==> config.mk <==
export PLATFORM = sky130hd
export DESIGN_NAME = vga_timing_gen
export DESIGN_NICKNAME = d
export VERILOG_FILES = /design/src/rtl/vga_timing_gen.sv
export SDC_FILE = /design/constraint.sdc
export NUM_CORES = 1
export LEC_CHECK = 0
export CAP_MARGIN = 20
export CORE_MARGIN = 3
export CORE_UTILIZATION = 47
export DETAILED_ROUTE_END_ITERATION = 8
export PLACE_DENSITY = 0.83
export REMOVE_ABC_BUFFERS = 1
export SETUP_SLACK_MARGIN = 0.5
export SLEW_MARGIN = 10
export SYNTH_ARGS = -nofsm -noshare
export SYNTH_HDL_FRONTEND = slang
export SYNTH_SLANG_ARGS = --single-unit
export TNS_END_PERCENT = 5
==> constraint.sdc <==
create_clock -name vga_clk -period 2.5 [get_ports vga_clk]
set_input_delay 0.25 -clock vga_clk [delete_from_list [all_inputs] [get_ports vga_clk]]
set_output_delay 0.25 -clock vga_clk [all_outputs]
set_load 0.005 [all_outputs]
==> src/rtl/vga_timing_gen.sv <==
// Raster timing generator for the 640x480 @ 60 Hz VGA path: pixel coordinates, sync pulses,
// the visible-pixel qualifier, line/frame strobes and a frame counter.
module vga_timing_gen #(
    parameter int unsigned H_VISIBLE = 640,
    parameter int unsigned H_FRONT   = 16,
    parameter int unsigned H_SYNC    = 96,
    parameter int unsigned H_BACK    = 48,
    parameter int unsigned V_VISIBLE = 480,
    parameter int unsigned V_FRONT   = 10,
    parameter int unsigned V_SYNC    = 2,
    parameter int unsigned V_BACK    = 33
) (
    input  logic       vga_clk,
    input  logic       reset_n,
    output logic [9:0] DrawX,
    output logic [9:0] DrawY,
    output logic       hs,
    output logic       vs,
    output logic       blank,
    output logic       line_start,
    output logic       frame_start,
    output logic [7:0] frame_count
);

    localparam int unsigned HTotal = H_VISIBLE + H_FRONT + H_SYNC + H_BACK;
    localparam int unsigned VTotal = V_VISIBLE + V_FRONT + V_SYNC + V_BACK;

    localparam logic [9:0] HLast      = 10'(HTotal - 1);
    localparam logic [9:0] VLast      = 10'(VTotal - 1);
    localparam logic [9:0] HVis       = 10'(H_VISIBLE);
    localparam logic [9:0] VVis       = 10'(V_VISIBLE);
    localparam logic [9:0] HSyncStart = 10'(H_VISIBLE + H_FRONT);
    localparam logic [9:0] HSyncEnd   = 10'(H_VISIBLE + H_FRONT + H_SYNC);
    localparam logic [9:0] VSyncStart = 10'(V_VISIBLE + V_FRONT);
    localparam logic [9:0] VSyncEnd   = 10'(V_VISIBLE + V_FRONT + V_SYNC);

    logic [9:0] hc_q, hc_d;
    logic [9:0] vc_q, vc_d;
    logic       hs_q, hs_d;
    logic       vs_q, vs_d;
    logic       blank_q, blank_d;
    logic       line_start_q, line_start_d;
    logic       frame_start_q, frame_start_d;
    logic [7:0] frame_count_q, frame_count_d;
    logic       h_wrap;

    // Decoded outputs come from the next-state counters so they land in the same cycle as DrawX/Y.
    always_comb begin
        h_wrap = (hc_q == HLast);
        hc_d   = h_wrap ? 10'd0 : hc_q + 10'd1;
        vc_d   = vc_q;
        if (h_wrap) begin
            vc_d = (vc_q == VLast) ? 10'd0 : vc_q + 10'd1;
        end

        hs_d          = !((hc_d >= HSyncStart) && (hc_d < HSyncEnd));
        vs_d          = !((vc_d >= VSyncStart) && (vc_d < VSyncEnd));
        blank_d       = (hc_d < HVis) && (vc_d < VVis);
        line_start_d  = (hc_d == 10'd0);
        frame_start_d = (hc_d == 10'd0) && (vc_d == 10'd0);
        frame_count_d = frame_start_d ? frame_count_q + 8'd1 : frame_count_q;
    end

    // Reset parks the raster on the last pixel so the first released edge starts frame 0 cleanly.
    always_ff @(posedge vga_clk) begin
        if (!reset_n) begin
            hc_q          <= HLast;
            vc_q          <= VLast;
            hs_q          <= 1'b1;
            vs_q          <= 1'b1;
            blank_q       <= 1'b0;
            line_start_q  <= 1'b0;
            frame_start_q <= 1'b0;
            frame_count_q <= 8'd0;
        end else begin
            hc_q          <= hc_d;
            vc_q          <= vc_d;
            hs_q          <= hs_d;
            vs_q          <= vs_d;
            blank_q       <= blank_d;
            line_start_q  <= line_start_d;
            frame_start_q <= frame_start_d;
            frame_count_q <= frame_count_d;
        end
    end

    assign DrawX       = hc_q;
    assign DrawY       = vc_q;
    assign hs          = hs_q;
    assign vs          = vs_q;
    assign blank       = blank_q;
    assign line_start  = line_start_q;
    assign frame_start = frame_start_q;
    assign frame_count = frame_count_q;

endmodule

Yosys cells after proc, flatten, opt, wreduce, memory -nomap -nowiden
Index checks and enable logic that the tools add are counted.
{ "word_totals": {"ff_bits": 33, "latchBits": 0, "ram_bits": 0, "rom_bits": 0, "input_bits": 2, "out_inout_bits": 33, "wordCells": 30, "mem_count": 0} }
{ "classes": {"addsub": 3, "mul": 0, "n_div": 0, "order_cmp": 6, "n_eq_ne": 2, "shifts": 0, "muxes": 3, "bitwise_logic": 0, "reduce_logical": 8} }
{ "ops": {"columns": ["op", "count"], "rows": [
  ["2-to-1 mux 10 bit", 3],
  ["adder 10 x 1 -> 10 bit (second input constant)", 2],
  ["== test 10 bit (second input constant)", 2],
  ["logical NOT 10 bit", 2],
  ["less-than comparator 10 bit (second input constant)", 2],
  ["less-than comparator 10 x 9 -> 1 bit (second input constant)", 2],
  [">= comparator 10 bit (second input constant)", 1],
  [">= comparator 10 x 9 -> 1 bit (second input constant)", 1],
  ["adder 8 x 1 -> 8 bit (second input constant)", 1],
  ["logical AND 1 bit", 4],
  ["logical NOT 1 bit", 2]
]} }

Longest topological paths before layout
Gate-level depths: netlist of run 1.
{ "depth": {"depth_word": 6, "ltp_mapped": 11, "depth_no_buf": 9} }

Worst setup path after synthesis of run 1
OpenSTA, ideal clock, no wires.
{ "synth_path": {"path_kind": "reg2reg", "from": "register hc_q[0], in the netlist DrawX[0]", "to": "register frame_count_q[6], in the netlist frame_count[6]", "setup_ps": 71, "arrival_ps": 2482, "path_slack_ps": -53, "path_stages_with_launch": 11, "path_buffers": 2, "cell_sequence": "dfxtp_1 ha_1 and4_1 buf_6 nand3_4 or3_1 a211oi_2 nand4_2 buf_6 or4_1 a21oi_1"} }
{ "synth_between": {"elab_chain_cells": 4, "elab_cells_between_ends": 7} }
{ "synth_rtl": {"columns": ["item", "line_no", "text"], "rows": [
  ["start, declared", "37", "logic [9:0] hc_q, hc_d;"],
  ["start signal, assigned", "67", "hc_q <= HLast;"],
  ["adder 10 x 1 -> 10 bit / == test 10 bit (equally long branches)", "50, 49", null],
  ["2-to-1 mux 10 bit, on equally long branches", "50, 52", null],
  ["logical NOT 10 bit", "60", "frame_start_d = (hc_d == 10'd0) && (vc_d == 10'd0);"],
  ["logical AND 1 bit (*)", "60", null],
  ["end signal, assigned", "83", "frame_count_q <= frame_count_d;"],
  ["end, declared", "44", "logic [7:0] frame_count_q, frame_count_d;"]
]} }
Mark *: on every way between the ends. The rest lies on a longest branch, timed or not.
A chain may end at the register's enable or synchronous reset.

Worst setup path after layout of run 1
Ends and elaborated chain as after synthesis.

==> results of run 1 <==
power by group:
group | total [mW] | switching, mW | internal [mW]
sequential | 0.696 | 0.0765 | 0.620
combinational | 1.43 | 0.727 | 0.703
clock | 0.518 | 0.193 | 0.325
cell type report:
class	instances	area, µm²
Sequential cell	33	661.9
Multi-Input combinational cell	174	1172
Tap cell	48	60.06
Clock inverter	1	30.03
Timing Repair Buffer	72	633.1
Clock buffer	7	86.33
Fill cell	295	1066
Inverter	9	33.78
metrics by stage:
| stage | utilization, % | worst slack (ns) | instance area (µm²) | hold slack (ns) | setup TNS, ns |
|---|---|---|---|---|---|
| floorplan | - | -0.2302 | 1798 | 0.3119 | -0.9795 |
| global placement | 65.74 | 0.04783 | 2461 | 0.4691 | 0 |
| detailed placement | 65.74 | -0.03499 | 2461 | 0.4739 | -0.08633 |
| CTS | 69.79 | 0.08641 | 2613 | 0.4865 | 0 |
| global route | 71.52 | -0.1249 | 2678 | 0.5133 | -0.5798 |
| finish | 71.52 | 0.009693 | 2678 | 0.4816 | 0 |
sequential cells by signal (all words and copies together), names as in the netlist:
| name | flops |
|---|---|
| DrawX | 10 |
| DrawY | 10 |
| blank | 1 |
| frame_count | 8 |
| frame_start | 1 |
| hs | 1 |
| line_start | 1 |
| vs | 1 |
synth_stat cells, types with 2 or more instances:
master / instances / area share, %
a21oi_1: 15 / 4.0
a31o_2: 2 / 0.94
a31oi_1: 2 / 0.67
and3_1: 6 / 2.0
buf_2: 2 / 0.54
buf_6: 2 / 1.2
clkbuf_1: 8 / 1.6
dfxtp_1: 33 / 35
ha_1: 4 / 2.7
inv_1: 9 / 1.8
mux2i_1: 4 / 2.1
nand2_1: 26 / 5.2
nand2b_1: 5 / 1.7
nand3_1: 8 / 2.1
nand4_1: 8 / 2.7
nor2_1: 21 / 4.2
nor3_1: 10 / 2.7
nor3b_1: 3 / 1.2
nor4_1: 4 / 1.3
o211ai_1: 3 / 1.2
o21ai_0: 6 / 1.6
o31ai_1: 7 / 2.8
or3_1: 3 / 1.0
or4_1: 5 / 2.0
xnor2_1: 10 / 4.7
xor2_1: 5 / 2.3
worst min-delay path, delay by kind of cell, from the launching register on:
family	cells	cell delay, ns
flops	1	0.33
simple gates	1	0.06
mux	1	0.05
routing by layer:
layer / vias up / GRT usage, %
met5: - / 0
met4: 0 / 11.44
met3: 14 / 5.835
met2: 65 / 40.60
met1: 868 / 28.88
li1: 959 / -
worst max path at each step:
stage / start / endpoint / slack [ns] / depth (start not counted)
global route: DrawX[0] / frame_count[6] / -0.12 / 8
global placement: DrawX[0] / frame_count[6] / 0.05 / 8
finish: DrawX[0] / frame_count[6] / 0.01 / 8
floorplan: DrawX[0] / frame_count[3] / -0.23 / 8
detailed placement: DrawX[0] / frame_count[7] / -0.03 / 9
CTS: DrawY[7] / frame_count[4] / 0.09 / 7
what timing repair did:
action / 4_1_cts / 5_1_grt
endpoints found under the hold margin: 0 / 0
buffers inserted: 3 / 0
setup endpoints to repair: 11 / 13
gates cloned: 0 / 0
resized for setup: 3 / 15
hold buffers: 0 / 0
pin swaps: 8 / 4
kinds of logic after synthesis:
logic type	after synthesis	share of synthesized area, %
AO/OA/AOI/OAI	42	14.70
XOR/XNOR	15	7.047
adder cells (fa/ha/maj)	4	2.685
buffers and inverters	22	5.369
flip-flops	33	35.44
multiplexers	4	2.148
AND/OR/NAND/NOR	109	32.62
==> impl_metrics.xml, run 1 <==
<?xml version="1.0" encoding="UTF-8"?>
<metrics>
  <group name="place">
    <metric name="dp_hpwl" unit="mm">3.628</metric>
    <metric name="numPlacedInstances" unit="">333</metric>
    <metric name="numPortBuffers" unit="">34</metric>
    <metric name="place_congestion" unit="">0.9069</metric>
  </group>
  <group name="floorplan">
    <metric name="core_footprint" unit="µm²">3744</metric>
    <metric name="fp.dieW" unit="µm">68.98</metric>
    <metric name="die_area" unit="µm²">4758</metric>
    <metric name="boundaryPins" unit="">35</metric>
    <metric name="dieHeight" unit="µm">68.98</metric>
    <metric name="start_util" unit="%">49.80</metric>
    <metric name="placement_rows" unit="">22</metric>
  </group>
  <group name="pwr">
    <metric name="power_density" unit="nW/µm²">987.3</metric>
    <metric name="cellLeakagePower" unit="nW">1.034</metric>
    <metric name="report.power.total" unit="mW">2.644</metric>
    <metric name="max-vdd-ir-drop" unit="µV">719.2</metric>
  </group>
  <group name="sta">
    <metric name="finish_stage_setup_viols" unit="">0</metric>
    <metric name="maxSlewHeadroom" unit="%">68.72</metric>
    <metric name="crit_path_time_final" unit="ns">2.490</metric>
    <metric name="worstMarginPinSlew" unit="ns">0.4686</metric>
    <metric name="final_min_period_over_clock_period" unit="%">99.61</metric>
    <metric name="rsz_0062_raised_after_global_routing" unit="">yes</metric>
    <metric name="hold_violations" unit="">0</metric>
    <metric name="fin_worst_skew" unit="ns">0.008746</metric>
    <metric name="timing.fmax" unit="GHz">0.4016</metric>
    <metric name="timing_max_transition_violations_final" unit="">0</metric>
  </group>
  <group name="logic_synthesis">
    <metric name="post_synth.cell_area_avg" unit="µm²">8.141</metric>
    <metric name="syn_area" unit="µm²">1864</metric>
    <metric name="ys_seq_area_share" unit="%">35.44</metric>
    <metric name="yosys.cell_types.count" unit="">44</metric>
    <metric name="postSynth.asyncResetShare" unit="%">0</metric>
    <metric name="synth_seq_cells" unit="">33</metric>
    <metric name="synth-warning-count" unit="">0</metric>
    <metric name="synth_enable_flop_cells" unit="">0</metric>
    <metric name="synth_top_flop_cell" unit="">dfxtp_1</metric>
    <metric name="syn_inst" unit="">229</metric>
  </group>
  <group name="grt">
    <metric name="grt_start_max_net_pins" unit="">20</metric>
    <metric name="grt_remaining_overflow" unit="">0</metric>
    <metric name="grt_antenna_before_repair" unit="">0</metric>
    <metric name="wire_length_of_the_first_global_routing_pass" unit="mm">8.445</metric>
    <metric name="first_global_vias" unit="">1899</metric>
    <metric name="grt_util_all_layers" unit="%">24.20</metric>
  </group>
  <group name="worst_setup_path">
    <metric name="timing.critical_path.slowest_cell_delay" unit="ns">0.58</metric>
    <metric name="rr_endpoint" unit="">frame_count[6]</metric>
    <metric name="crit_slowest_cell" unit="">or4_4</metric>
    <metric name="crit_chain" unit="">ha_2 &gt; and4_4 &gt; nand3_4 &gt; or3_1 &gt; a211oi_2 &gt; nand4_2 &gt; or4_4 &gt; a21oi_2</metric>
    <metric name="critPathMaxFanout" unit="">8</metric>
    <metric name="worstReg2RegStart" unit="">DrawX[0]</metric>
    <metric name="arrival" unit="ns">2.71</metric>
    <metric name="timing.critical_path.max_delay_family" unit="">simple AND/OR/NAND/NOR gates</metric>
    <metric name="cp_data_required_time" unit="ns">2.72</metric>
    <metric name="critPathLaunchType" unit="">register</metric>
    <metric name="timing_worst_setup_path_type" unit="">register to register</metric>
    <metric name="worst-r2r-setup-slack" unit="ns">0.01</metric>
    <metric name="critical_path_buf_inv_count" unit="">0</metric>
    <metric name="r2r.worst_path.cells" unit="">8</metric>
    <metric name="setup.worst_path.end_class" unit="">register</metric>
  </group>
  <group name="route">
    <metric name="routed-wl-met3" unit="µm">292</metric>
    <metric name="drtAntennaViolNets" unit="">0</metric>
    <metric name="drt-vias-per-instance" unit="">5.541</metric>
    <metric name="met2WireLength" unit="mm">2.496</metric>
    <metric name="wire_per_inst" unit="µm">14.69</metric>
    <metric name="routed_wire_length" unit="mm">5.055</metric>
    <metric name="number_of_drc_violations_after_detailed_routing_iteration_0" unit="">155</metric>
    <metric name="met1Wirelength" unit="mm">2.121</metric>
    <metric name="post-route-drc-count" unit="">0</metric>
    <metric name="first_pass_detailed_route_iteration_total" unit="">4</metric>
    <metric name="num_vias" unit="">1906</metric>
    <metric name="dr.max_layer_used" unit="">met4</metric>
  </group>
  <group name="status">
    <metric name="run_status" unit="">complete, no violations</metric>
  </group>
  <group name="worst_hold_path">
    <metric name="min_path_cells" unit="">2</metric>
    <metric name="min-delay-path-class" unit="">register to register</metric>
    <metric name="hold-path-endpoint" unit="">frame_count[5]</metric>
    <metric name="holdCritStartpoint" unit="">frame_count[5]</metric>
  </group>
  <group name="job">
    <metric name="drv_cap" unit="">0</metric>
  </group>
  <group name="layout">
    <metric name="area_growth" unit="%">43.62</metric>
    <metric name="number_of_diodes" unit="">0</metric>
    <metric name="mostFrequentLayoutCell" unit="">buf_4</metric>
    <metric name="post_route_cells_drive_above_1_share" unit="%">22.64</metric>
    <metric name="layout_common_cells" unit="">buf_4, clkdlybuf4s50_1, dfxtp_1</metric>
    <metric name="finish.cell_count_without_fillers" unit="">344</metric>
    <metric name="fin_nets" unit="">301</metric>
  </group>
  <group name="cts">
    <metric name="cts_tree" unit="">done</metric>
    <metric name="clk_path_buf_depth" unit="">2</metric>
    <metric name="insertion_delay" unit="ns">0.29</metric>
    <metric name="cts_root_buffer" unit="">clkbuf_8</metric>
    <metric name="h-tree-depth" unit="">2</metric>
    <metric name="cts_inserted_buffers" unit="">5</metric>
    <metric name="clkSinkCount" unit="">33</metric>
    <metric name="clk_transition_reported_paths" unit="ns">0.07</metric>
  </group>
</metrics>
No activity file was read; power rests on OpenSTA's default activity.
==> run 2: changes to the inputs <==
SKIP_LAST_GASP = 1   (was default)
==> run 2 against run 1 <==
Count of clock-buffer cells in the layout unchanged. Final area down 1.1%. Final cell count unchanged. Hold slack about the same. Sequential share of layout area up 0.22 points. Utilization down 0.77 points. Sequential power about the same. Highest routed layer unchanged.
==> impl_metrics.xml, run 2 (synthesis gave the netlist of run 1 again) <==
<?xml version="1.0" encoding="UTF-8"?>
<metrics>
  <group name="status">
    <metric name="run_status" unit="">complete, no violations</metric>
  </group>
  <group name="route">
    <metric name="num_vias" unit="">1933</metric>
    <metric name="post-route-drc-count" unit="">0</metric>
    <metric name="drtAntennaViolNets" unit="">0</metric>
    <metric name="drt-vias-per-instance" unit="">5.619</metric>
    <metric name="routed_wire_length" unit="mm">5.034</metric>
    <metric name="first_pass_detailed_route_iteration_total" unit="">4</metric>
    <metric name="wire_per_inst" unit="µm">14.63</metric>
    <metric name="number_of_drc_violations_after_detailed_routing_iteration_0" unit="">139</metric>
  </group>
  <group name="job">
    <metric name="drv_cap" unit="">0</metric>
  </group>
  <group name="pwr">
    <metric name="report.power.total" unit="mW">2.619</metric>
    <metric name="cellLeakagePower" unit="nW">1.034</metric>
    <metric name="power_density" unit="nW/µm²">988.9</metric>
    <metric name="max-vdd-ir-drop" unit="µV">710.9</metric>
  </group>
  <group name="cts">
    <metric name="clk_path_buf_depth" unit="">2</metric>
    <metric name="clkSinkCount" unit="">33</metric>
    <metric name="cts_inserted_buffers" unit="">5</metric>
    <metric name="cts_tree" unit="">done</metric>
    <metric name="h-tree-depth" unit="">2</metric>
    <metric name="clk_transition_reported_paths" unit="ns">0.07</metric>
    <metric name="insertion_delay" unit="ns">0.29</metric>
    <metric name="cts_hold_buffers" unit="">0</metric>
    <metric name="cts_root_buffer" unit="">clkbuf_8</metric>
  </group>
  <group name="worst_setup_path">
    <metric name="critical_path_buf_inv_count" unit="">0</metric>
    <metric name="cp_data_required_time" unit="ns">2.72</metric>
    <metric name="arrival" unit="ns">2.70</metric>
    <metric name="setup.worst_path.end_class" unit="">register</metric>
    <metric name="critPathMaxFanout" unit="">8</metric>
    <metric name="timing.critical_path.slowest_cell_delay" unit="ns">0.58</metric>
    <metric name="worstReg2RegStart" unit="">DrawX[0]</metric>
    <metric name="critical_path_cell_count" unit="">8</metric>
    <metric name="critPathLaunchType" unit="">register</metric>
    <metric name="timing_worst_setup_path_type" unit="">register to register</metric>
    <metric name="timing.critical_path.max_delay_family" unit="">simple AND/OR/NAND/NOR gates</metric>
    <metric name="crit_chain" unit="">ha_1 &gt; and4_4 &gt; nand3_4 &gt; or3_1 &gt; a211oi_2 &gt; nand4_2 &gt; or4_4 &gt; a21oi_2</metric>
    <metric name="worst-r2r-setup-slack" unit="ns">0.02</metric>
    <metric name="r2r.worst_path.cells" unit="">8</metric>
    <metric name="crit_slowest_cell" unit="">or4_4</metric>
    <metric name="rr_endpoint" unit="">frame_count[6]</metric>
  </group>
  <group name="grt">
    <metric name="wire_length_of_the_first_global_routing_pass" unit="mm">8.445</metric>
    <metric name="grt_util_all_layers" unit="%">24.20</metric>
    <metric name="grt_antenna_before_repair" unit="">0</metric>
    <metric name="first_global_vias" unit="">1899</metric>
    <metric name="grt_remaining_overflow" unit="">0</metric>
    <metric name="grt_start_max_net_pins" unit="">20</metric>
  </group>
  <group name="floorplan">
    <metric name="dieHeight" unit="µm">68.98</metric>
    <metric name="placement_rows" unit="">22</metric>
    <metric name="start_util" unit="%">49.80</metric>
    <metric name="boundaryPins" unit="">35</metric>
    <metric name="fp.dieW" unit="µm">68.98</metric>
    <metric name="core_footprint" unit="µm²">3744</metric>
    <metric name="die_area" unit="µm²">4758</metric>
  </group>
  <group name="place">
    <metric name="dp_hpwl" unit="mm">3.628</metric>
    <metric name="dp_slack" unit="ns">-0.03499</metric>
    <metric name="numPortBuffers" unit="">34</metric>
    <metric name="numPlacedInstances" unit="">333</metric>
    <metric name="place_congestion" unit="">0.9069</metric>
  </group>
  <group name="sta">
    <metric name="fin_worst_skew" unit="ns">0.009265</metric>
    <metric name="maxSlewHeadroom" unit="%">68.94</metric>
    <metric name="timing.fmax" unit="GHz">0.4039</metric>
    <metric name="worstMarginPinSlew" unit="ns">0.4654</metric>
    <metric name="timing_max_transition_violations_final" unit="">0</metric>
    <metric name="hold_violations" unit="">0</metric>
    <metric name="crit_path_time_final" unit="ns">2.476</metric>
    <metric name="finish_stage_setup_viols" unit="">0</metric>
    <metric name="finalHoldWorstSlack" unit="ns">0.4818</metric>
    <metric name="final_min_period_over_clock_period" unit="%">99.04</metric>
    <metric name="final_critical_path_setup_slack" unit="ns">0.02410</metric>
    <metric name="rsz_0062_raised_after_global_routing" unit="">yes</metric>
  </group>
  <group name="layout">
    <metric name="multi_input_area" unit="µm²">1149</metric>
    <metric name="finish.cell_count_without_fillers" unit="">344</metric>
    <metric name="number_of_diodes" unit="">0</metric>
    <metric name="register_area" unit="µm²">660.6</metric>
    <metric name="mostFrequentLayoutCell" unit="">buf_4</metric>
    <metric name="fillerInstances" unit="">303</metric>
    <metric name="layout_common_cells" unit="">buf_4, clkdlybuf4s50_1, dfxtp_1</metric>
    <metric name="fin_nets" unit="">301</metric>
    <metric name="post_route_cells_drive_above_1_share" unit="%">21.28</metric>
    <metric name="area_growth" unit="%">42.08</metric>
  </group>
  <group name="worst_hold_path">
    <metric name="holdCritStartpoint" unit="">frame_count[5]</metric>
    <metric name="min_path_cells" unit="">2</metric>
    <metric name="hold-path-endpoint" unit="">frame_count[5]</metric>
    <metric name="min-delay-path-class" unit="">register to register</metric>
  </group>
</metrics>
[run 2: cell counts in the layout (fill, tap and decap cells not counted)]
No cell type changed its count.
[run 2: report_power, final]
group          internal [mW]  switching [mW]  leakage (nW)
sequential             0.618          0.0765         0.269
combinational          0.693           0.712         0.707
clock                  0.325           0.195        0.0585
[run 2: per-layer routing]
metal / track usage [%] / part of all wire, % / up-vias
met5: 0 / 0 / -
met4: 11.44 / 2.7 / 0
met3: 5.835 / 6.1 / 12
met2: 40.60 / 49 / 80
met1: 28.88 / 42 / 887
li1: - / - / 954
[run 2: worst max path at each step]
stage,slack (ns),from,end
6_report,0.02,DrawX[0],frame_count[6]
5_1_grt,-0.14,DrawY[0],frame_count[6]
4_1_cts,0.09,DrawY[7],frame_count[4]
3_5_place_dp,-0.03,DrawX[0],frame_count[7]
3_3_place_gp,0.05,DrawX[0],frame_count[6]
2_1_floorplan,-0.23,DrawX[0],frame_count[3]
[run 2: worst reg2reg max path: cells and delay by family, from the launching register on]
family	cells	cell delay [ns]
and+or+nand+nor	5	1.54
AOI/OAI and AO/OA	2	0.36
DFF	1	0.33
adders and majority gates	1	0.17
[run 2: area by class of cell]
cell class                 instances  share of cell area (%)
sequential                        33                   24.94
multi-input combinational        174                   43.36
clock inverter                     1                   1.134
inverter                           9                   1.275
clock buffer                       7                   3.259
tap                               48                   2.267
timing repair buffer              72                   23.76
[run 2: repair_timing]
item	in CTS	in global routing
cloned	0	0
endpoints found under the setup margin	11	13
pin swaps	8	3
resized for setup	3	8
setup buffers	3	0
[run 2: metrics by stage]
step | setup TNS, ns | utilization (%) | instance area, µm²
final | 0 | 70.76 | 2649
after global routing | -0.8190 | 70.76 | 2649
after CTS | 0 | 69.79 | 2613
after detailed placement | -0.08633 | 65.74 | 2461
after global placement | 0 | 65.74 | 2461
after floorplan | -0.9795 | - | 1798
